[src/rtl/lsu_wb_pkg.sv]
// Shared types and helpers for the lsu_wb writeback/load-store stage:
// writeback select, FSM states, funct3 width codes and store lane helpers.
package lsu_wb_pkg;

   typedef enum logic [1:0] {
      WB_PC4  = 2'b00,
      WB_ALU  = 2'b01,
      WB_LOAD = 2'b10
   } wb_sel_e;

   typedef enum logic [1:0] {
      IDLE = 2'b00,
      REQ  = 2'b01,
      WB   = 2'b10,
      ERR  = 2'b11
   } lsu_state_e;

   localparam logic [2:0] LB  = 3'b000;
   localparam logic [2:0] LH  = 3'b001;
   localparam logic [2:0] LW  = 3'b010;
   localparam logic [2:0] LBU = 3'b100;
   localparam logic [2:0] LHU = 3'b101;
   localparam logic [2:0] SB  = 3'b000;
   localparam logic [2:0] SH  = 3'b001;
   localparam logic [2:0] SW  = 3'b010;

   // Byte enables for an access of the given width at lane offset lo.
   function automatic logic [3:0] store_be(input logic [2:0] funct3, input logic [1:0] lo);
      logic [3:0] be;
      unique case ({1'b0, funct3[1:0]})
         SB:      be = 4'b0001 << lo;
         SH:      be = 4'b0011 << {lo[1], 1'b0};
         SW:      be = 4'b1111;
         default: be = 4'b1111;
      endcase
      return be;
   endfunction

   function automatic logic [31:0] store_data(input logic [2:0] funct3, input logic [31:0] wdata);
      logic [31:0] data;
      unique case ({1'b0, funct3[1:0]})
         SB:      data = {4{wdata[7:0]}};
         SH:      data = {2{wdata[15:0]}};
         SW:      data = wdata;
         default: data = wdata;
      endcase
      return data;
   endfunction

endpackage

[src/rtl/lsu_wb_if.sv]
// Data-memory req/ack bus between lsu_wb (master) and the data memory (slave).
interface lsu_wb_if #(
   parameter int XLEN = 32
);
   logic            req;
   logic            we;
   logic [XLEN-1:0] addr;
   logic [3:0]      be;
   logic [XLEN-1:0] wdata;
   logic            ack;
   logic [XLEN-1:0] rdata;

   modport master (
      output req, we, addr, be, wdata,
      input  ack, rdata
   );

   modport slave (
      input  req, we, addr, be, wdata,
      output ack, rdata
   );
endinterface

[src/rtl/lsu_wb_load_align.sv]
// load_align: picks the addressed byte/halfword out of a load word and
// sign- or zero-extends it according to funct3.
module load_align
   import lsu_wb_pkg::*;
(
   input  logic [31:0] i_rdata,
   input  logic [1:0]  i_lo,
   input  logic [2:0]  i_funct3,
   output logic [31:0] o_data
);
   logic [7:0]  w_byte;
   logic [15:0] w_half;
   logic        w_sext;

   always_comb begin
      unique case (i_lo)
         2'd0: w_byte = i_rdata[7:0];
         2'd1: w_byte = i_rdata[15:8];
         2'd2: w_byte = i_rdata[23:16];
         2'd3: w_byte = i_rdata[31:24];
      endcase
   end

   assign w_half = i_lo[1] ? i_rdata[31:16] : i_rdata[15:0];
   assign w_sext = ~i_funct3[2];

   always_comb begin
      o_data = i_rdata;
      unique case (i_funct3)
         LB, LBU: o_data = {{24{w_sext & w_byte[7]}}, w_byte};
         LH, LHU: o_data = {{16{w_sext & w_half[15]}}, w_half};
         LW:      o_data = i_rdata;
         default: o_data = i_rdata;
      endcase
   end
endmodule

[src/rtl/lsu_wb.sv]
// lsu_wb: final stage of the 3-stage RV32I pipeline -- data-memory access and writeback.
// Define LSU_MISALIGN_TRAP_EN to trap misaligned halfword/word accesses instead of aligning them.
module lsu_wb
   import lsu_wb_pkg::*;
#(
   parameter int XLEN     = 32,
   parameter int MAX_WAIT = 15
) (
   input  logic            i_clk,
   input  logic            i_rstn,
   input  logic            i_reg_wr,
   input  logic            i_wr_en,
   input  logic            i_rd_en,
   input  logic [1:0]      i_wb_sel,
   input  logic [2:0]      i_funct3,
   input  logic [4:0]      i_rd,
   input  logic [XLEN-1:0] i_addr,
   input  logic [XLEN-1:0] i_alu_res,
   input  logic [XLEN-1:0] i_pc4,
   input  logic [XLEN-1:0] i_wdata,
   output logic            o_stall,
   lsu_wb_if.master        mem,
   output logic            o_rf_we,
   output logic [4:0]      o_rf_waddr,
   output logic [XLEN-1:0] o_rf_wdata,
   output logic            o_bus_err,
   output logic            o_misaligned
);
   localparam logic [7:0] WAIT_LAST = 8'(MAX_WAIT - 1);

   lsu_state_e      r_state, w_state_nxt;
   logic [XLEN-1:0] r_addr, r_wdata, r_ldata;
   logic [3:0]      r_be;
   logic [2:0]      r_funct3;
   logic [4:0]      r_rd;
   logic [1:0]      r_lo;
   logic            r_reg_wr, r_we, r_mis;
   logic [7:0]      r_wait;

   logic [1:0]      w_lo;
   logic            w_mis, w_mem_op, w_latch, w_capture;
   logic [XLEN-1:0] w_load;

   assign w_mem_op = i_rd_en | i_wr_en;

   // Lane offset actually used: misaligned low bits are dropped for halfword/word.
   always_comb begin
      w_lo = i_addr[1:0];
      unique case ({1'b0, i_funct3[1:0]})
         SB:      w_lo = i_addr[1:0];
         SH:      w_lo = {i_addr[1], 1'b0};
         default: w_lo = 2'b00;
      endcase
   end

`ifdef LSU_MISALIGN_TRAP_EN
   assign w_mis        = (i_funct3[1:0] == 2'b01) ? i_addr[0]
                       : (i_funct3[1] ? (|i_addr[1:0]) : 1'b0);
   assign o_misaligned = (r_state == ERR) && r_mis;
`else
   assign w_mis        = 1'b0;
   assign o_misaligned = 1'b0;
`endif

   load_align u_load_align (
      .i_rdata  (mem.rdata),
      .i_lo     (r_lo),
      .i_funct3 (r_funct3),
      .o_data   (w_load)
   );

   assign mem.req   = (r_state == REQ);
   assign mem.we    = r_we;
   assign mem.addr  = r_addr;
   assign mem.be    = r_be;
   assign mem.wdata = r_wdata;

   always_comb begin
      // NOTE: every signal written here gets a default first, so no path can infer a latch.
      w_state_nxt = r_state;
      w_latch     = 1'b0;
      w_capture   = 1'b0;
      o_stall     = 1'b0;
      o_rf_we     = 1'b0;
      o_rf_waddr  = i_rd;
      o_rf_wdata  = '0;
      o_bus_err   = 1'b0;
      unique case (r_state)
         IDLE: begin
            if (w_mem_op) begin
               o_stall     = 1'b1;
               w_latch     = 1'b1;
               w_state_nxt = w_mis ? ERR : REQ;
            end else begin
               o_rf_we = i_reg_wr && (i_rd != 5'd0);
               case (i_wb_sel)
                  WB_PC4:  o_rf_wdata = i_pc4;
                  WB_ALU:  o_rf_wdata = i_alu_res;
                  WB_LOAD: o_rf_wdata = '0;
                  default: o_rf_wdata = '0;
               endcase
            end
         end
         REQ: begin
            o_stall = 1'b1;
            if (mem.ack) begin
               if (r_we) begin
                  o_stall     = 1'b0;
                  w_state_nxt = IDLE;
               end else begin
                  w_capture   = 1'b1;
                  w_state_nxt = WB;
               end
            end else if (r_wait == WAIT_LAST) begin
               w_state_nxt = ERR;
            end
         end
         WB: begin
            o_rf_we     = r_reg_wr && (r_rd != 5'd0);
            o_rf_waddr  = r_rd;
            o_rf_wdata  = r_ldata;
            w_state_nxt = IDLE;
         end
         ERR: begin
            o_bus_err   = ~r_mis;
            w_state_nxt = IDLE;
         end
      endcase
   end

   // NOTE: state uses non-blocking assignments so every flop samples pre-edge values.
   always_ff @(posedge i_clk or negedge i_rstn) begin
      if (!i_rstn) begin
         r_state  <= IDLE;
         r_addr   <= '0;
         r_wdata  <= '0;
         r_ldata  <= '0;
         r_be     <= '0;
         r_funct3 <= '0;
         r_rd     <= '0;
         r_lo     <= '0;
         r_reg_wr <= 1'b0;
         r_we     <= 1'b0;
         r_mis    <= 1'b0;
         r_wait   <= '0;
      end else begin
         r_state <= w_state_nxt;
         if (w_latch) begin
            r_addr   <= {i_addr[XLEN-1:2], 2'b00};
            r_be     <= store_be(i_funct3, w_lo);
            r_wdata  <= store_data(i_funct3, i_wdata);
            r_funct3 <= i_funct3;
            r_rd     <= i_rd;
            r_lo     <= w_lo;
            r_reg_wr <= i_reg_wr;
            r_we     <= i_wr_en;
            r_mis    <= w_mis;
         end
         r_wait <= (r_state == REQ) ? r_wait + 8'd1 : 8'd0;
         if (w_capture) r_ldata <= w_load;
      end
   end
endmodule

[src/flat_wrapper.sv]
// flat-port wrapper written by rule: the top's interface ports become plain ports
module lsu_wb_flat import lsu_wb_pkg::*;
#(
   parameter int XLEN     = 32,
   parameter int MAX_WAIT = 15
)
  (i_clk, i_rstn, i_reg_wr, i_wr_en, i_rd_en, i_wb_sel, i_funct3, i_rd, i_addr, i_alu_res, i_pc4, i_wdata, o_stall, o_rf_we, o_rf_waddr, o_rf_wdata, o_bus_err, o_misaligned, mem_req, mem_we, mem_addr, mem_be, mem_wdata, mem_ack, mem_rdata);
  lsu_wb_if #(.XLEN(XLEN)) mem_i ();
  input  logic i_clk;
  input  logic i_rstn;
  input  logic i_reg_wr;
  input  logic i_wr_en;
  input  logic i_rd_en;
  input  logic [1:0] i_wb_sel;
  input  logic [2:0] i_funct3;
  input  logic [4:0] i_rd;
  input  logic [XLEN-1:0] i_addr;
  input  logic [XLEN-1:0] i_alu_res;
  input  logic [XLEN-1:0] i_pc4;
  input  logic [XLEN-1:0] i_wdata;
  output logic o_stall;
  output logic o_rf_we;
  output logic [4:0] o_rf_waddr;
  output logic [XLEN-1:0] o_rf_wdata;
  output logic o_bus_err;
  output logic o_misaligned;
  output wire logic [$bits(mem_i.req)-1:0] mem_req;
  output wire logic [$bits(mem_i.we)-1:0] mem_we;
  output wire logic [$bits(mem_i.addr)-1:0] mem_addr;
  output wire logic [$bits(mem_i.be)-1:0] mem_be;
  output wire logic [$bits(mem_i.wdata)-1:0] mem_wdata;
  input wire logic [$bits(mem_i.ack)-1:0] mem_ack;
  input wire logic [$bits(mem_i.rdata)-1:0] mem_rdata;
  assign mem_req = mem_i.req;
  assign mem_we = mem_i.we;
  assign mem_addr = mem_i.addr;
  assign mem_be = mem_i.be;
  assign mem_wdata = mem_i.wdata;
  assign mem_i.ack = mem_ack;
  assign mem_i.rdata = mem_rdata;
  lsu_wb #(.XLEN(XLEN), .MAX_WAIT(MAX_WAIT)) u_core (.i_clk(i_clk), .i_rstn(i_rstn), .i_reg_wr(i_reg_wr), .i_wr_en(i_wr_en), .i_rd_en(i_rd_en), .i_wb_sel(i_wb_sel), .i_funct3(i_funct3), .i_rd(i_rd), .i_addr(i_addr), .i_alu_res(i_alu_res), .i_pc4(i_pc4), .i_wdata(i_wdata), .o_stall(o_stall), .mem(mem_i), .o_rf_we(o_rf_we), .o_rf_waddr(o_rf_waddr), .o_rf_wdata(o_rf_wdata), .o_bus_err(o_bus_err), .o_misaligned(o_misaligned));
endmodule
[config.mk]
export PLATFORM = sky130hd
export DESIGN_NAME = lsu_wb_flat
export DESIGN_NICKNAME = d
export VERILOG_FILES = /design/src/rtl/lsu_wb_pkg.sv /design/src/rtl/lsu_wb_if.sv /design/src/rtl/lsu_wb_load_align.sv /design/src/rtl/lsu_wb.sv /design/src/flat_wrapper.sv
export SDC_FILE = /design/constraint.sdc
export NUM_CORES = 1
export LEC_CHECK = 0
export ABC_AREA = 1
export BUFFER_PORTS_ARGS = -buffer_cell sky130_fd_sc_hd__buf_4
export CAP_MARGIN = 40
export CORE_MARGIN = 1
export CORE_UTILIZATION = 52
export CTS_CLUSTER_SIZE = 40
export DETAILED_ROUTE_END_ITERATION = 8
export PLACE_DENSITY = 0.87
export SKIP_LAST_GASP = 1
export SLEW_MARGIN = 20
export SYNTH_ARGS = -nofsm -noshare
export SYNTH_HDL_FRONTEND = slang
export SYNTH_SLANG_ARGS = --single-unit
[constraint.sdc]
create_clock -name i_clk -period 3.1 [get_ports i_clk]
set_input_delay 0.31 -clock i_clk [delete_from_list [all_inputs] [get_ports i_clk]]
set_output_delay 0.31 -clock i_clk [all_outputs]
set_load 0.02 [all_outputs]
==> results.tsv, run 1 <==
metric	value	unit
worst vdd ir	661	uV
#FFs+latches synth	120	
die height	114	um
EDFF count, synth	0	
dpl ws	1.02	ns
XOR/XNOR Fraction of Synth Area	0.00135	
routability cong.	0.906	
number of buffers created by CTS	17	
Hold Fails Final Rpt	0	
clock latency on the worst-skew pair	0.42	ns
Vias	7176	
clock skew	0.00530	ns
wire per inst	15.5	um
clock sinks	120	
Initial Utilization	0.537	
share of cells above drive strength 1	0.283	
CTS root buf	clkbuf_16	
largest net degree at the start of global routing	88	
final period utilization	0.836	
main combinational cell family by area after synthesis	simple AND/OR/NAND/NOR gates	
post-synthesis instance total	908	
Die Area	12900	um2
async set-or-reset flop fraction in the synthesized netlist	1.00	
Port Buf Inserts	283	
post-synthesis adder-cell area fraction	0.00387	
count of final setup violators	0	
startpoint types	flip-flop	
clock buffer depth	2	
RSZ-0062 raised after global routing	false	
cell area after synthesis	6470	um2
power density over the cells	959	nW/um2
worst path required time	2.79	ns
Avg Synthesized Cell Area	7.13	um2
Ant. Diodes	0	
Vias/cell	5.31	
Worst Path Arrival	2.28	ns
DRT Pass-1 Iters	8	
final setup margin	0.508	ns
setup tns final	0	ns
Synth cell types	30	
DRT antenna net count	0	
die width	114	um
vias in the first global route	6947	
fin crit period	2.59	ns
post-CTS sizing	0	
first-pass GRT wire length	33.6	mm
Static Leak	5.00	nW
Rows	40	
core area	12100	um2
total wire length	21.0	mm
GR Overflow Total	0	
max-cap viol count	0	
Syn-to-layout area delta	43.4	%
hold path startpoint	i_addr[25]	
crit path capture type	primary output	
DRC errors left	0	
outcome	finished clean	
slew of the pin with the lowest slew margin	0.810	ns
mux cell area share after synthesis	0	
Post-Synth Simple-Gate Area	0.272	
antenna violations before repair	0	
post-synthesis sequential area ratio	0.464	
Top FF cell, synth	dfrtp_1	
Setup crit start	u_core.r_state[1]$_DFFE_PN0P_	
HP Class	input port to flip-flop	
CTS tree	done	
fmax	386	MHz
Synth warnings	0	
final HPWL from detailed placement	15.3	mm
Post-CTS Setup Inserts	0	
I/O pins	287	
critical path class	flip-flop to primary output	
Synth Area in Compound Gates	0.160	
Worst-path clk slew	0.05	ns
max-slew violation count	0	
Reg2Reg Launch Point	u_core.r_lo[1]$_DFFE_PN0P_	
All-Layer GR Usage	0.338	
Final #Nets	1349	
top fanout value on the critical path	18	
Max-Slew Margin vs Limit	0.460	
H-tree Lvls	4	
DRT iter0 DRCs	489	
-- cells in the final DEF (no fill, tap or decap), types with 2 or more instances in the layout --
cell	count
nand2_1	298
buf_4	290
dfrtp_1	120
inv_1	98
o21ai_0	80
nor2_1	71
a21oi_1	62
nand3_1	58
clkbuf_16	17
a22o_1	16
a31oi_1	14
o21ai_1	10
nor2_2	4
inv_2	4
clkinv_2	4
clkbuf_1	4
nor3_1	3
conb_1	3
clkbuf_8	3
nor2_4	2
nand4_1	2
o211ai_1	2
ha_1	2
clkinvlp_4	2
bufinv_16	2
-- through the flow --
stage          hold WS [ns]  utilization  total power [W]  std cells  cell area [um2]
2_1_floorplan        0.0144            -          0.00528        910             6480
3_3_place_gp          0.271        0.716          0.00678       1316             8640
3_5_place_dp          0.275        0.718          0.00689       1317             8650
4_1_cts              0.0698        0.766          0.00886       1350             9240
5_1_grt              0.0796        0.769          0.00950       1352             9280
6_report             0.0817        0.769          0.00890       1352             9280
-- synthesized netlist by cell type (3+ instances only) --
cell      number  area [um2]
clkbuf_1      21        78.8
o21ai_0       80         400
nor2_2         3        18.8
inv_2          4        15.0
nor2_1        72         270
a31oi_1       14        87.6
nor3_1         3        15.0
a22o_1        16         140
o21ai_1       10        50.1
nand3_1       58         290
buf_4          4        30.0
inv_1         98         368
nand2_1      299        1120
buf_2         26         130
dfrtp_1      120        3000
a21oi_1       62         310
-- worst max-delay path: stages (launching register included) --
cell     delay, ns
dfrtp_1       0.42
inv_1         0.08
nor2_2        0.62
inv_2         0.29
o21ai_0       0.25
buf_4         0.18
-- power by group --
| part | switching, W | internal, W | leakage, nW |
|---|---|---|---|
| clock network | 0.000685 | 0.00124 | 0.280 |
| logic | 0.00258 | 0.00160 | 3.29 |
| registers | 0.000486 | 0.00231 | 1.43 |
| total | 0.00375 | 0.00515 | 5.00 |
-- repair_timing --
item	in CTS	in global routing
hold endpoints to repair	29	0
setup endpoints to repair	0	0
hold buffers	1	0
-- per-layer routing --
layer  up-vias  global-route usage  part of all wire  routed length (um)
li1       3415                   -                 -                   -
met1      3287               0.384              0.37                7730
met2       406               0.569              0.49               10300
met3        68              0.0988             0.097                2030
met4         0               0.196             0.047                 997
met5         -                   0                 0                   0
-- cell families (layout without fill, tap and decap cells) --
family	Yosys count	in the layout
adders and majority gates	2	2
DFF	120	120
and+or+nand+nor	440	440
xor gates and xnor gates	1	1
other	1	3
AOI/OAI and AO/OA	188	188
buffers and inverters	156	430
-- area by class of cell --
class | instances | area [um2]
Sequential cell | 120 | 3000
Multi-Input combinational cell | 634 | 2840
Fill cell | 907 | 2780
Timing Repair Buffer | 295 | 2260
Clock buffer | 24 | 482
Inverter | 103 | 387
Tap cell | 168 | 210
Clock inverter | 8 | 95.1
-- flip-flops by register name, summed over array words and instances, names as in the netlist --
register	cells
u_core.mem.we	1
u_core.r_rd	5
u_core.r_state	2
u_core.r_lo	2
u_core.mem.addr	30
u_core.r_funct3	3
u_core.r_reg_wr	1
u_core.mem.wdata	32
u_core.r_wait	8
u_core.mem.be	4
u_core.r_ldata	32
-- final timing paths --
| check | endpoint | slack (ns) | cells after the start |
|---|---|---|---|
| worst min register to register | u_core.mem.addr[8]$_DFFE_PN0P_ | 0.48 | 2 |
| min in group asynchronous | u_core.mem.addr[27]$_DFFE_PN0P_ | 0.37 | 2 |
| worst min-delay path | u_core.mem.addr[25]$_DFFE_PN0P_ | 0.08 | 3 |
| worst max-delay path | o_rf_wdata[24] | 0.51 | 5 |
| max in group asynchronous | u_core.mem.addr[20]$_DFFE_PN0P_ | 1.95 | 3 |
| worst max register to register | u_core.r_ldata[19]$_DFFE_PN0P_ | 1.07 | 7 |
Note: power is estimated with default switching activity, not from simulation.
==> inputs of run 2 (changes only) <==
Settings changed: CORE_UTILIZATION 52 to 48, PLACE_DENSITY 0.87 to 0.81.
Clock period 3.1 ns to 2.4 ns, I/O delays scaled along.
==> results.tsv, run 2 (synthesized netlist as in run 1, its figures left out) <==
metric	value	unit
clock skew	0.00779	ns
Port Buf Inserts	283	
post-CTS sizing	0	
vias in the first global route	6562	
DP Area	8740	um2
share of cells above drive strength 1	0.287	
top fanout value on the critical path	33	
Ant. Diodes	0	
largest net degree at the start of global routing	121	
antenna violations before repair	0	
max-slew violation count	0	
Hold Fails Final Rpt	0	
most frequent cells in the layout	nand2_1 (298), buf_4 (293), dfrtp_1 (120)	
Worst Path Arrival	2.01	ns
final core utilization	0.708	
critical path class	flip-flop to primary output	
DRT antenna net count	0	
Post-CTS Setup Inserts	0	
Die Area	14000	um2
setup tns final	0	ns
CTS tree	done	
final period utilization	0.937	
cell area after layout	9340	um2
Vias	7012	
clock sinks	120	
wire per inst	15.7	um
I/O pins	287	
power density over the cells	1240	nW/um2
DRT Pass-1 Iters	5	
DRC errors left	0	
clock latency on the worst-skew pair	0.41	ns
total wire length	21.4	mm
Initial Utilization	0.491	
hold_ws	0.0183	ns
commonest non-fill, non-tap cell in the layout	nand2_1	
Syn-to-layout area delta	44.3	%
die width	118	um
CTS Hold Bufs	1	
die height	118	um
max-cap viol count	0	
Rows	42	
worst vdd ir	755	uV
Worst-path clk slew	0.06	ns
All-Layer GR Usage	0.306	
clock buffer depth	2	
GR Overflow Total	0	
startpoint types	flip-flop	
dpl ws	0.469	ns
Vias/cell	5.14	
final setup margin	0.151	ns
fmax	445	MHz
HP Class	input port to flip-flop	
core area	13200	um2
Max-Slew Margin vs Limit	0.544	
routability cong.	0.877	
first-pass GRT wire length	33.3	mm
Static Leak	5.02	nW
Final #Nets	1352	
RSZ-0062 raised after global routing	false	
crit path capture type	primary output	
fin crit period	2.25	ns
H-tree Lvls	4	
final HPWL from detailed placement	15.4	mm
number of buffers created by CTS	17	
DRT iter0 DRCs	450	
worst path required time	2.16	ns
CTS root buf	clkbuf_16	
outcome	finished clean	
slew of the pin with the lowest slew margin	0.684	ns
count of final setup violators	0	
run 2: path summary, 6_finish.rpt:
| path | startpoint | to | slack, ns | cells after the start |
|---|---|---|---|---|
| worst max-delay path | u_core.r_state[0]$_DFFE_PN0P_ | o_rf_wdata[9] | 0.15 | 6 |
| worst min-delay path | i_addr[23] | u_core.mem.addr[23]$_DFFE_PN0P_ | 0.02 | 3 |
| worst max register to register | u_core.r_state[1]$_DFFE_PN0P_ | u_core.r_ldata[21]$_DFFE_PN0P_ | 0.59 | 7 |
| worst min register to register | u_core.mem.wdata[5]$_DFFE_PN0P_ | u_core.mem.wdata[5]$_DFFE_PN0P_ | 0.48 | 2 |
| max in group asynchronous | i_rstn | u_core.r_ldata[7]$_DFFE_PN0P_ | 1.42 | 3 |
| min in group asynchronous | i_rstn | u_core.mem.addr[5]$_DFFE_PN0P_ | 0.42 | 3 |
run 2: critical path, stage by stage, from the launching register on:
cell and delay (ns):
dfrtp_1 0.42, nor2_1 0.24, inv_1 0.09, nor2_2 0.10
buf_4 0.33, a22o_1 0.25, buf_4 0.16
run 2: cell type report:
type	instances	area, um2
Multi-Input combinational cell	634	2850
Fill cell	1121	3850
Tap cell	176	220
Clock inverter	10	119
Inverter	103	387
Clock buffer	22	474
Sequential cell	120	3000
Timing Repair Buffer	298	2290
run 2: metrics by stage:
stage | power [W] | std cells
3_5_place_dp | 0.00902 | 1330
6_report | 0.0116 | 1363
2_1_floorplan | 0.00682 | 910
5_1_grt | 0.0123 | 1363
4_1_cts | 0.0116 | 1363
3_3_place_gp | 0.00891 | 1330
run 2: power breakdown:
part / internal (W) / total [W] / switching, W
combinational: 0.00208 / 0.00549 / 0.00341
sequential: 0.00299 / 0.00356 / 0.000570
clock: 0.00161 / 0.00255 / 0.000934
run 2: metal layers:
metal / track usage / up-vias / wire length [um]
met1: 0.356 / 3235 / 8200
met5: 0 / - / 0
met2: 0.528 / 319 / 10700
li1: - / 3417 / -
met3: 0.0898 / 41 / 1870
met4: 0.121 / 0 / 581
